**src/rtl/mem_arbiter.sv**
```systemverilog
// Two-master arbiter for the unified memory: CPU priority, DMA starvation guard,
// registered read-owner tag routes mem_rdata back to the issuing master.
module mem_arbiter #(
  parameter int ADDR_W       = 32,
  parameter int DATA_W       = 32,
  parameter int STARVE_LIMIT = 4,
  parameter int CNT_W        = 32
) (
  input  logic                clk,
  input  logic                rst_n,

  input  logic                cpu_req,
  input  logic                cpu_we,
  input  logic [ADDR_W-1:0]   cpu_addr,
  input  logic [DATA_W-1:0]   cpu_wdata,
  input  logic [DATA_W/8-1:0] cpu_wstrb,
  output logic                cpu_gnt,
  output logic                cpu_rvalid,
  output logic [DATA_W-1:0]   cpu_rdata,

  input  logic                dma_req,
  input  logic                dma_we,
  input  logic [ADDR_W-1:0]   dma_addr,
  input  logic [DATA_W-1:0]   dma_wdata,
  input  logic [DATA_W/8-1:0] dma_wstrb,
  output logic                dma_gnt,
  output logic                dma_rvalid,
  output logic [DATA_W-1:0]   dma_rdata,

  output logic                mem_req,
  output logic                mem_we,
  output logic [ADDR_W-1:0]   mem_addr,
  output logic [DATA_W-1:0]   mem_wdata,
  output logic [DATA_W/8-1:0] mem_wstrb,
  input  logic [DATA_W-1:0]   mem_rdata,

  output logic [CNT_W-1:0]    cnt_cpu_gnt,
  output logic [CNT_W-1:0]    cnt_dma_gnt,
  output logic [CNT_W-1:0]    cnt_conflict
);

  localparam int STRB_W = DATA_W / 8;
  localparam logic [7:0] LIMIT = 8'(STARVE_LIMIT);
  localparam logic [CNT_W-1:0] ONE = {{(CNT_W-1){1'b0}}, 1'b1};

  typedef enum logic [1:0] {
    OWN_NONE = 2'd0,
    OWN_CPU  = 2'd1,
    OWN_DMA  = 2'd2
  } owner_e;

  owner_e     rd_owner;
  owner_e     owner_nxt;
  logic [7:0] starve_cnt;
  logic [7:0] starve_nxt;
  logic       conflict;
  logic       dma_win;

  // DMA takes the port when alone, or when CPU has starved it long enough.
  assign conflict = cpu_req & dma_req;
  assign dma_win  = dma_req & (~cpu_req | (starve_cnt == LIMIT));
  assign dma_gnt  = dma_win;
  assign cpu_gnt  = cpu_req & ~dma_win;
  assign mem_req  = cpu_gnt | dma_gnt;

  always_comb begin
    mem_we    = 1'b0;
    mem_addr  = '0;
    mem_wdata = '0;
    mem_wstrb = '0;
    unique case (1'b1)
      cpu_gnt: begin
        mem_we    = cpu_we;
        mem_addr  = cpu_addr;
        mem_wdata = cpu_wdata;
        mem_wstrb = cpu_wstrb;
      end
      dma_gnt: begin
        mem_we    = dma_we;
        mem_addr  = dma_addr;
        mem_wdata = dma_wdata;
        mem_wstrb = dma_wstrb;
      end
      default: begin
        mem_we    = 1'b0;
        mem_addr  = '0;
        mem_wdata = '0;
        mem_wstrb = {STRB_W{1'b0}};
      end
    endcase
  end

  always_comb begin
    starve_nxt = starve_cnt;
    if (dma_gnt)
      starve_nxt = 8'd0;
    else if (conflict && starve_cnt < LIMIT)
      starve_nxt = starve_cnt + 8'd1;
  end

  always_comb begin
    owner_nxt = OWN_NONE;
    if (cpu_gnt && !cpu_we)
      owner_nxt = OWN_CPU;
    else if (dma_gnt && !dma_we)
      owner_nxt = OWN_DMA;
  end

  always_ff @(posedge clk or negedge rst_n) begin
    if (!rst_n) begin
      starve_cnt <= 8'd0;
      rd_owner   <= OWN_NONE;
    end else begin
      starve_cnt <= starve_nxt;
      rd_owner   <= owner_nxt;
    end
  end

  always_ff @(posedge clk or negedge rst_n) begin
    if (!rst_n) begin
      cnt_cpu_gnt  <= '0;
      cnt_dma_gnt  <= '0;
      cnt_conflict <= '0;
    end else begin
      if (cpu_gnt)
        cnt_cpu_gnt <= cnt_cpu_gnt + ONE;
      if (dma_gnt)
        cnt_dma_gnt <= cnt_dma_gnt + ONE;
      if (conflict)
        cnt_conflict <= cnt_conflict + ONE;
    end
  end

  assign cpu_rvalid = (rd_owner == OWN_CPU);
  assign dma_rvalid = (rd_owner == OWN_DMA);
  assign cpu_rdata  = mem_rdata;
  assign dma_rdata  = mem_rdata;

endmodule

```
**config.mk**
```make
export PLATFORM = sky130hd
export DESIGN_NAME = mem_arbiter
export DESIGN_NICKNAME = d
export VERILOG_FILES = /design/src/rtl/mem_arbiter.sv
export SDC_FILE = /design/constraint.sdc
export NUM_CORES = 1
export LEC_CHECK = 0
export CAP_MARGIN = 25
export CORE_AREA = 5 5 156 158
export CTS_BUF_LIST = sky130_fd_sc_hd__clkbuf_4 sky130_fd_sc_hd__clkbuf_8
export DETAILED_ROUTE_END_ITERATION = 16
export DIE_AREA = 0 0 161 163
export PLACE_DENSITY = 0.75
export REMOVE_ABC_BUFFERS = 1
export SLEW_MARGIN = 20
export SYNTH_ARGS = -nofsm -noshare
export SYNTH_HDL_FRONTEND = slang
export SYNTH_SLANG_ARGS = --single-unit
```
**constraint.sdc**
```tcl
create_clock -name clk -period 3.77 [get_ports clk]
set_input_delay 0.754 -clock clk [delete_from_list [all_inputs] [get_ports clk]]
set_output_delay 0.754 -clock clk [all_outputs]
set_load 0.02 [all_outputs]
```
## After elaboration in Yosys (flattened, before gate mapping)

Cells that the tools add are included.

| word-level totals | value |
|---|---|
| register bits after elaboration | 106 |
| input bits | 174 |
| logic and storage cells | 34 |

| operators by class | value |
|---|---|
| $add $sub $neg | 4 |
| magnitude comparators | 1 |
| equal/unequal tests | 3 |
| muxes and demuxes | 8 |
| bitwise operators | 7 |
| reductions and logical operators | 6 |

Operators by type and width:

| kind | count |
|---|---|
| 32-bit case mux with 2 select lines | 2 |
| 32-bit by 1-bit adder with 32-bit output (second input constant) | 3 |
| 8-bit two-way mux | 2 |
| 8-bit by 1-bit adder with 8-bit output (second input constant) | 1 |
| 8-bit by 3-bit == test with 1-bit output (second input constant) | 1 |
| 8-bit by 3-bit < comparator with 1-bit output (second input constant) | 1 |
| 4-bit case mux with 2 select lines | 1 |
| 2-bit two-way mux | 2 |
| 1-bit bitwise AND | 3 |
| 1-bit logical AND | 3 |
| 2-bit by 1-bit == test with 1-bit output (second input constant) | 1 |
| 2-bit == test (second input constant) | 1 |
| 1-bit zero test | 2 |
| 1-bit inverter | 2 |
| 1-bit OR | 2 |
| 1-bit case mux with 2 select lines | 1 |
| 2-bit nonzero test | 1 |

## Logic depth before layout (Yosys ltp)

| logic depth | value |
|---|---|
| depth in word-level cells | 7 |
| gate-level depth with buffers | 9 |

## Worst setup path before layout

No wires, ideal clock.

| path | value |
|---|---|
| kind | in2out |
| start | input dma_req |
| end | output mem_addr[18] |
| arrival time | 2079 ps |
| data required time | 3016 ps |
| path slack | 937 ps |
| cell stages on the path | 6 |
| buffers on the path | 2 |
| path through | nor4b_2 a21bo_2 buf_2 inv_1 clkbuf_1 a22o_1 |

| between the ends | value |
|---|---|
| word-level cells in the longest chain between the ends | 4 |

RTL lines:

| what | line | text |
|---|---|---|
| start, declared | 21 | `input logic dma_req,` |
| 1-bit bitwise AND | 61 | `assign dma_win = dma_req & (~cpu_req \| (starve_cnt == LIMIT));` |
| 1-bit inverter | 63 | `assign cpu_gnt = cpu_req & ~dma_win;` |
| 1-bit bitwise AND | 63 |  |
| via cpu_gnt | 17 | `output logic cpu_gnt,` |
| 32-bit case mux with 2 select lines | 71 | `unique case (1'b1)` |
| end, declared | 32 | `output logic [ADDR_W-1:0] mem_addr,` |

The timed path passes the listed nets, and every way through them passes these cells.

## Final worst setup path

| path | value |
|---|---|
| start | input cpu_req |
| end | output mem_wdata[0] |

| between the ends | value |
|---|---|
| word-level cells in the longest chain between the ends | 6 |

RTL lines:

| what | line | text |
|---|---|---|
| start, declared | 12 | `input logic cpu_req,` |
| 1-bit inverter | 61 |  |
| 1-bit OR | 61 |  |
| 1-bit bitwise AND | 61 |  |
| 1-bit inverter | 63 |  |
| 1-bit bitwise AND | 63 |  |
| 32-bit case mux with 2 select lines * | 71 |  |
| end, declared | 33 | `output logic [DATA_W-1:0] mem_wdata,` |

Every way passes the cells marked *; elsewhere a longest branch is shown, timed or not.

==> impl_metrics.csv <==
group,metric,value,unit
floorplan,rows,56,
critical_path,crit_chain,"clkdlybuf4s50_1 > and2b_1 > a21oi_1 > inv_2 > buf_12 > a22o_1 > clkdlybuf4s50_1",
critical_path,criticalPathCategory,"primary input to primary output",
cells_and_area,nNetsFinal,994,
grt,grt_pass1_wl,38.4,mm
yosys,synth_xor_xnor_area_share,13.9,%
cells_and_area,multi_input_area,2640,sq um
flow_run,cap_violations,0,
critical_path,worst_r2r_startpoint,"starve_cnt[0]",
cells_and_area,utilization,39.5,%
detailed_routing,drt_iter0_drc,264,
timing,relSlewSlack,48.5,%
timing,finalCritPeriodShare,97.5,%
pwr,power_density,358,nW/um^2
timing,tightest_slew,0.772,ns
critical_path,worstSetupEndpoint,"mem_wdata[0]",
yosys,yosys.area_share.simple,18.8,%
grt,grt_max_degree,60,
clocking,cts_resized,0,
yosys,syn-cell-area,5910,sq um
yosys,ys_seq_area_share,44.9,%
yosys,yosys_warnings,0,
cells_and_area,area_delta_synth_final,53.8,%
timing,hold_viol,0,
outcome,outcome,"finished clean",
place,pre_cts_ws,0.119,ns
yosys,avgSynthCellArea,10.5,sq um
place,gp_congestion,0.857,
clocking,cts_tree,"done",
timing,fin_setup_tns,0,ns
floorplan,coreArea,23000,sq um
critical_path,slowest_delay,0.58,ns
pwr,vdd_drop_max,171,uV
yosys,synth_top_family_by_area,"simple AND/OR/NAND/NOR gates",
critical_path,cp-start-kind,"primary input",
critical_path,arrival,2.92,ns
grt,grt_usage,20.2,%
clocking,cts_buffer_depth,2,
yosys,synth.distinct_cells,41,
clocking,cts_hold_buf,0,
critical_path,worst_ep_required_time,3.02,ns
timing,skew,0.0151,ns
clocking,clock-sinks,106,
pwr,p_total,3.25,mW
floorplan,initial_core_util,25.7,%
grt,antenna_found_initial,1,
floorplan,die_width,161,um
cells_and_area,fill_cells,2285,
clocking,cts_root_buf,"clkbuf_8",
floorplan,die-area,26200,sq um
critical_path,rrSetupSlack,1.53,ns
timing,fmax,0.272,GHz
critical_path,crit_top_cell,"clkdlybuf4s50_1",
detailed_routing,ant_nets,0,
detailed_routing,wirelength,27.5,mm
hold_path,worstHoldPathType,"primary input to async pin",
timing,finalWorstSetupSlack,0.0924,ns
yosys,synth_compound_area_share,10.6,%
clocking,cts_setup_buffers,0,
cells_and_area,final_layout_size_suffix_gt1_share,8.78,%
timing,drv_slew,0,
floorplan,chipHeight,163,um
place,dp_hpwl,23.4,mm
floorplan,io_pins,408,
timing,setup_viol,0,
yosys,synthAdderAreaFrac,1.06,%
critical_path,crit_path_end_kind,"primary output",
critical_path,crit_fanout,39,
critical_path,cp-startpoint,"cpu_req",
clocking,clkTransAtPathRegs,0.10,ns
clocking,cts_made_buffers,9,
critical_path,r2r_end,"cnt_cpu_gnt[29]",
detailed_routing,route.detailed.drc,0,
clocking,clock_latency,0.39,ns
detailed_routing,vias,5284,
detailed_routing,avgRoutedWirePerCell,24.7,um
grt,grt_overflow,0,
pwr,p_leak,3.93,nW
timing,rsz0062_at_grt,"false",
cells_and_area,ff_latch_area,2650,sq um
yosys,ys_ff_latch,106,
cells_and_area,diodes,0,
grt,grt_pass1_vias,5480,
critical_path,cp_slowest_cell,"clkdlybuf4s50_1",
detailed_routing,dr.pass1.iters,4,
place,port-buffer-count,311,
yosys,synthCells,565,
yosys,muxShareOfSynthArea,0.360,%
critical_path,rr_worst_depth,8,
detailed_routing,viasPerCell,4.76,
timing,fin_crit,3.68,ns
clocking,htreeDepth,3,
## logic make-up after synthesis
family | count (synthesis)
buffers and inverters | 93
flip-flops | 106
multiplexers | 2
XOR/XNOR | 94
AO/OA/AOI/OAI | 72
adder cells (fa/ha/maj) | 5
AND/OR/NAND/NOR | 193
## synth_stat cells, drive strengths merged
| cell | count | area (sq um) |
|---|---|---|
| or2 | 3 | 21.3 |
| mux2i | 1 | 10.0 |
| nor2 | 27 | 116 |
| mux2 | 1 | 11.3 |
| nor3 | 10 | 55.1 |
| buf | 80 | 567 |
| nor2b | 7 | 43.8 |
| ha | 5 | 62.6 |
| xor2 | 32 | 280 |
| and4b | 1 | 10.0 |
| nand3 | 27 | 135 |
| dfrtp | 106 | 2650 |
| and3 | 19 | 119 |
| nor3b | 1 | 7.51 |
| nor4b | 2 | 38.8 |
| or4 | 2 | 18.8 |
| and4 | 8 | 70.1 |
| inv | 10 | 37.5 |
| nand2 | 52 | 195 |
| and2b | 1 | 7.51 |
| and2 | 2 | 12.5 |
| xnor2 | 62 | 543 |
| a22o | 69 | 604 |
| and4bb | 1 | 12.5 |
| a21bo | 1 | 10.0 |
| nand4 | 18 | 125 |
| clkbuf | 3 | 11.3 |
| nand4b | 1 | 8.76 |
| a21oi | 2 | 10.0 |
| nor4 | 11 | 111 |
## area by class of cell
type                    count  share of cell area [%]
repair buffers            322                    35.1
well taps                 290                    3.99
clock buffers              11                    1.60
multi-input cells         366                    29.0
inverters                  10                   0.413
clock inverters             5                   0.688
flip-flops and latches    106                    29.2
## stage by stage
stage	cell area, sq um	instances	hold slack, ns
after floorplan	5330	482	0.458
after global placement	8880	1094	0.463
after detailed placement	8880	1094	0.477
after CTS	9090	1110	0.440
after global routing	9090	1110	0.457
final	9090	1110	0.425
## routing by layer
metal  global-route usage [%]  routed length (um)  vias up
li1                         -                   -     2419
met5                     2.27                  91        -
met2                     29.6               11600      302
met4                     4.50                 464        4
met3                     13.2                3880       26
met1                     24.8               11400     2533
## critical path, delay by kind of cell
family / cells / cell delay [ns]
compound gates: 2 / 0.51
buf+inv: 4 / 1.38
simple gates: 1 / 0.25
## sequential cells by signal, indices dropped and copies added, names as in the netlist
signal / cells
cnt_conflict: 32
cnt_cpu_gnt: 32
cnt_dma_gnt: 32
rd_owner: 2
starve_cnt: 8
## worst min path at each step
stage / start / end / cells past startpoint
global route: rst_n / cnt_conflict[4] / 1
global placement: cnt_conflict[31] / cnt_conflict[31] / 1
detailed placement: cnt_cpu_gnt[31] / cnt_cpu_gnt[31] / 1
floorplan: rst_n / cnt_conflict[0] / 0
CTS: rst_n / cnt_conflict[8] / 1
finish: rst_n / cnt_conflict[4] / 1
## power by group
part | switching [mW] | internal (mW)
combinational | 0.560 | 0.563
sequential | 0.142 | 1.24
clock | 0.411 | 0.337
## cell usage in the layout (no fill, tap or decap), drive strengths merged, types with 3 or more instances in the layout
master / instances
a22o: 69
and3: 19
and4: 8
buf: 34
clkbuf: 11
clkdlybuf4s50: 288
dfrtp: 106
ha: 5
inv: 11
nand2: 52
nand3: 27
nand4: 18
nor2: 27
nor2b: 7
nor3: 10
nor4: 11
or2: 3
xnor2: 62
xor2: 32
Power figures use the tool's default switching activity.
==> variant (same settings) <==
Encoding of `owner_e`: now one-hot (3 bits for 3 values).
--- a/src/rtl/mem_arbiter.sv
+++ b/src/rtl/mem_arbiter.sv
@@ -45,6 +45,6 @@
 
-  typedef enum logic [1:0] {
-    OWN_NONE = 2'd0,
-    OWN_CPU  = 2'd1,
-    OWN_DMA  = 2'd2
+  typedef enum logic [2:0] {
+    OWN_NONE = 3'b001,
+    OWN_CPU  = 3'b010,
+    OWN_DMA  = 3'b100
   } owner_e;
Function: no difference found for any inputs over 4 cycles, from zero or initial values and one cycle with rst_n low; so few cycles prove little.
==> variant against the original RTL <==
  * Register-to-register slack worse by 0.21 ns
  * Count of clock-buffer cells in the layout is 2 lower
  * Cell area is 0.21% higher
  * Total power is 0.27% higher
  * Critical path type unchanged
  * Global-route usage is 3.4 points lower
  * Sequential share of layout area is 0.23 points higher
  * Sequential cell count is 1 higher
  * Worst setup slack better by 0.016 ns
  * Wire length is 14% lower
  * Area after synthesis is 1.4% lower
==> variant: results (changes against the original RTL) <==
[cells_and_area]
seq_area_share_pct = 29.4  ; was 29.2%
drive_gt1_share_pct = 5.74  ; was 8.78%
fin_cells = 1109  ; was 1110
buffer_area_share_pct = 35.8  ; was 35.1%
multi_input_area_sq_mm = 0.00256  ; was 0.00264 sq mm
area_delta_synth_final_pct = 56.4  ; was 53.8%
layout.nets = 993  ; was 994
inverters = 8  ; was 10
fill_cells = 2245  ; was 2285
buffers_excl_clock = 323  ; was 322
final-clk-cell-share_pct = 2.28  ; was 2.29%

[synthesis]
netlist_top_cells_count = dfrtp_1, xnor2_1, a22o_1  ; was dfrtp_1, a22o_1, buf_4
synth.distinct_cells = 37  ; was 41
synthAdderAreaFrac_pct = 1.07  ; was 1.06%
ys_seq_area_share_pct = 46.0  ; was 44.9%
synth_area_leaders = dfrtp_1, xnor2_1, a22o_1, buf_4, xor2_1  ; was dfrtp_1, a22o_1, xnor2_1, buf_4, xor2_1
syn_avg_cell_area_sq_um = 10.3  ; was 10.5 sq um
synth_xor_area_share_pct = 14.1  ; was 13.9%
synth_compound_gate_area_share_pct = 10.6  ; about the same

[placed_design]
dp.cells = 1092  ; was 1094
pre_cts_ws_ns = -0.0373  ; was 0.119 ns
place_area_sq_mm = 0.00886  ; was 0.00888 sq mm
dpl.hpwl_microns = 19500  ; was 23400 microns

[global_route]
grt_first_pass_wirelength_microns = 33300  ; was 38400 microns
grt_use_met2_pct = 25.5  ; was 29.6%
grt_max_degree = 67  ; was 60

[routing]
wl_microns = 23500  ; was 27500 microns
drtIter0Drc = 246  ; was 264
wl_met3_microns = 3020  ; was 3880 microns
drt-pass1-iter-count = 5  ; was 4
wl_met1_microns = 9550  ; was 11400 microns
via_count = 5217  ; was 5284

[cts]
clock-sinks = 107  ; was 106
clk_pin_slew_ns = 0.12  ; was 0.10 ns
cts_resized = 3  ; was 0

[critical_path]
worst_path_largest_cell_delay_ns = 0.56  ; was 0.58 ns
arrival_ns = 2.91  ; was 2.92 ns

[sta]
finClkSkew_ns = 0.0214  ; was 0.0151 ns

[run_status]
status = finished clean  ; unchanged

[power]
leakagePower_uw = 0.00391  ; was 0.00393 uW

-- variant: cell count changes after synthesis, sizes merged, moves of 8 or more --
cell	change
xor2	-9
nand3	+8
xnor2	+9
clkbuf	+14
buf	-13
-- variant: power by group --
| group | switching [uW] | leakage, uW | total, uW | internal (uW) |
|---|---|---|---|---|
| registers | 142 | 0.00143 | 1400 | 1260 |
| clock network | 430 | 0.000108 | 752 | 322 |
| logic | 531 | 0.00236 | 1110 | 581 |
| total | 1100 | 0.00391 | 3260 | 2160 |
-- variant: final timing paths --
check | startpoint | endpoint | cells past startpoint
max | dma_req | mem_wdata[26] | 8
min in group clk | cnt_dma_gnt[31] | cnt_dma_gnt[31] | 1
max reg2reg | starve_cnt[0] | cnt_dma_gnt[13] | 10
min | rst_n | cnt_conflict[14] | 1
max in group asynchronous | rst_n | cnt_dma_gnt[27] | 2
min reg2reg | cnt_dma_gnt[31] | cnt_dma_gnt[31] | 1
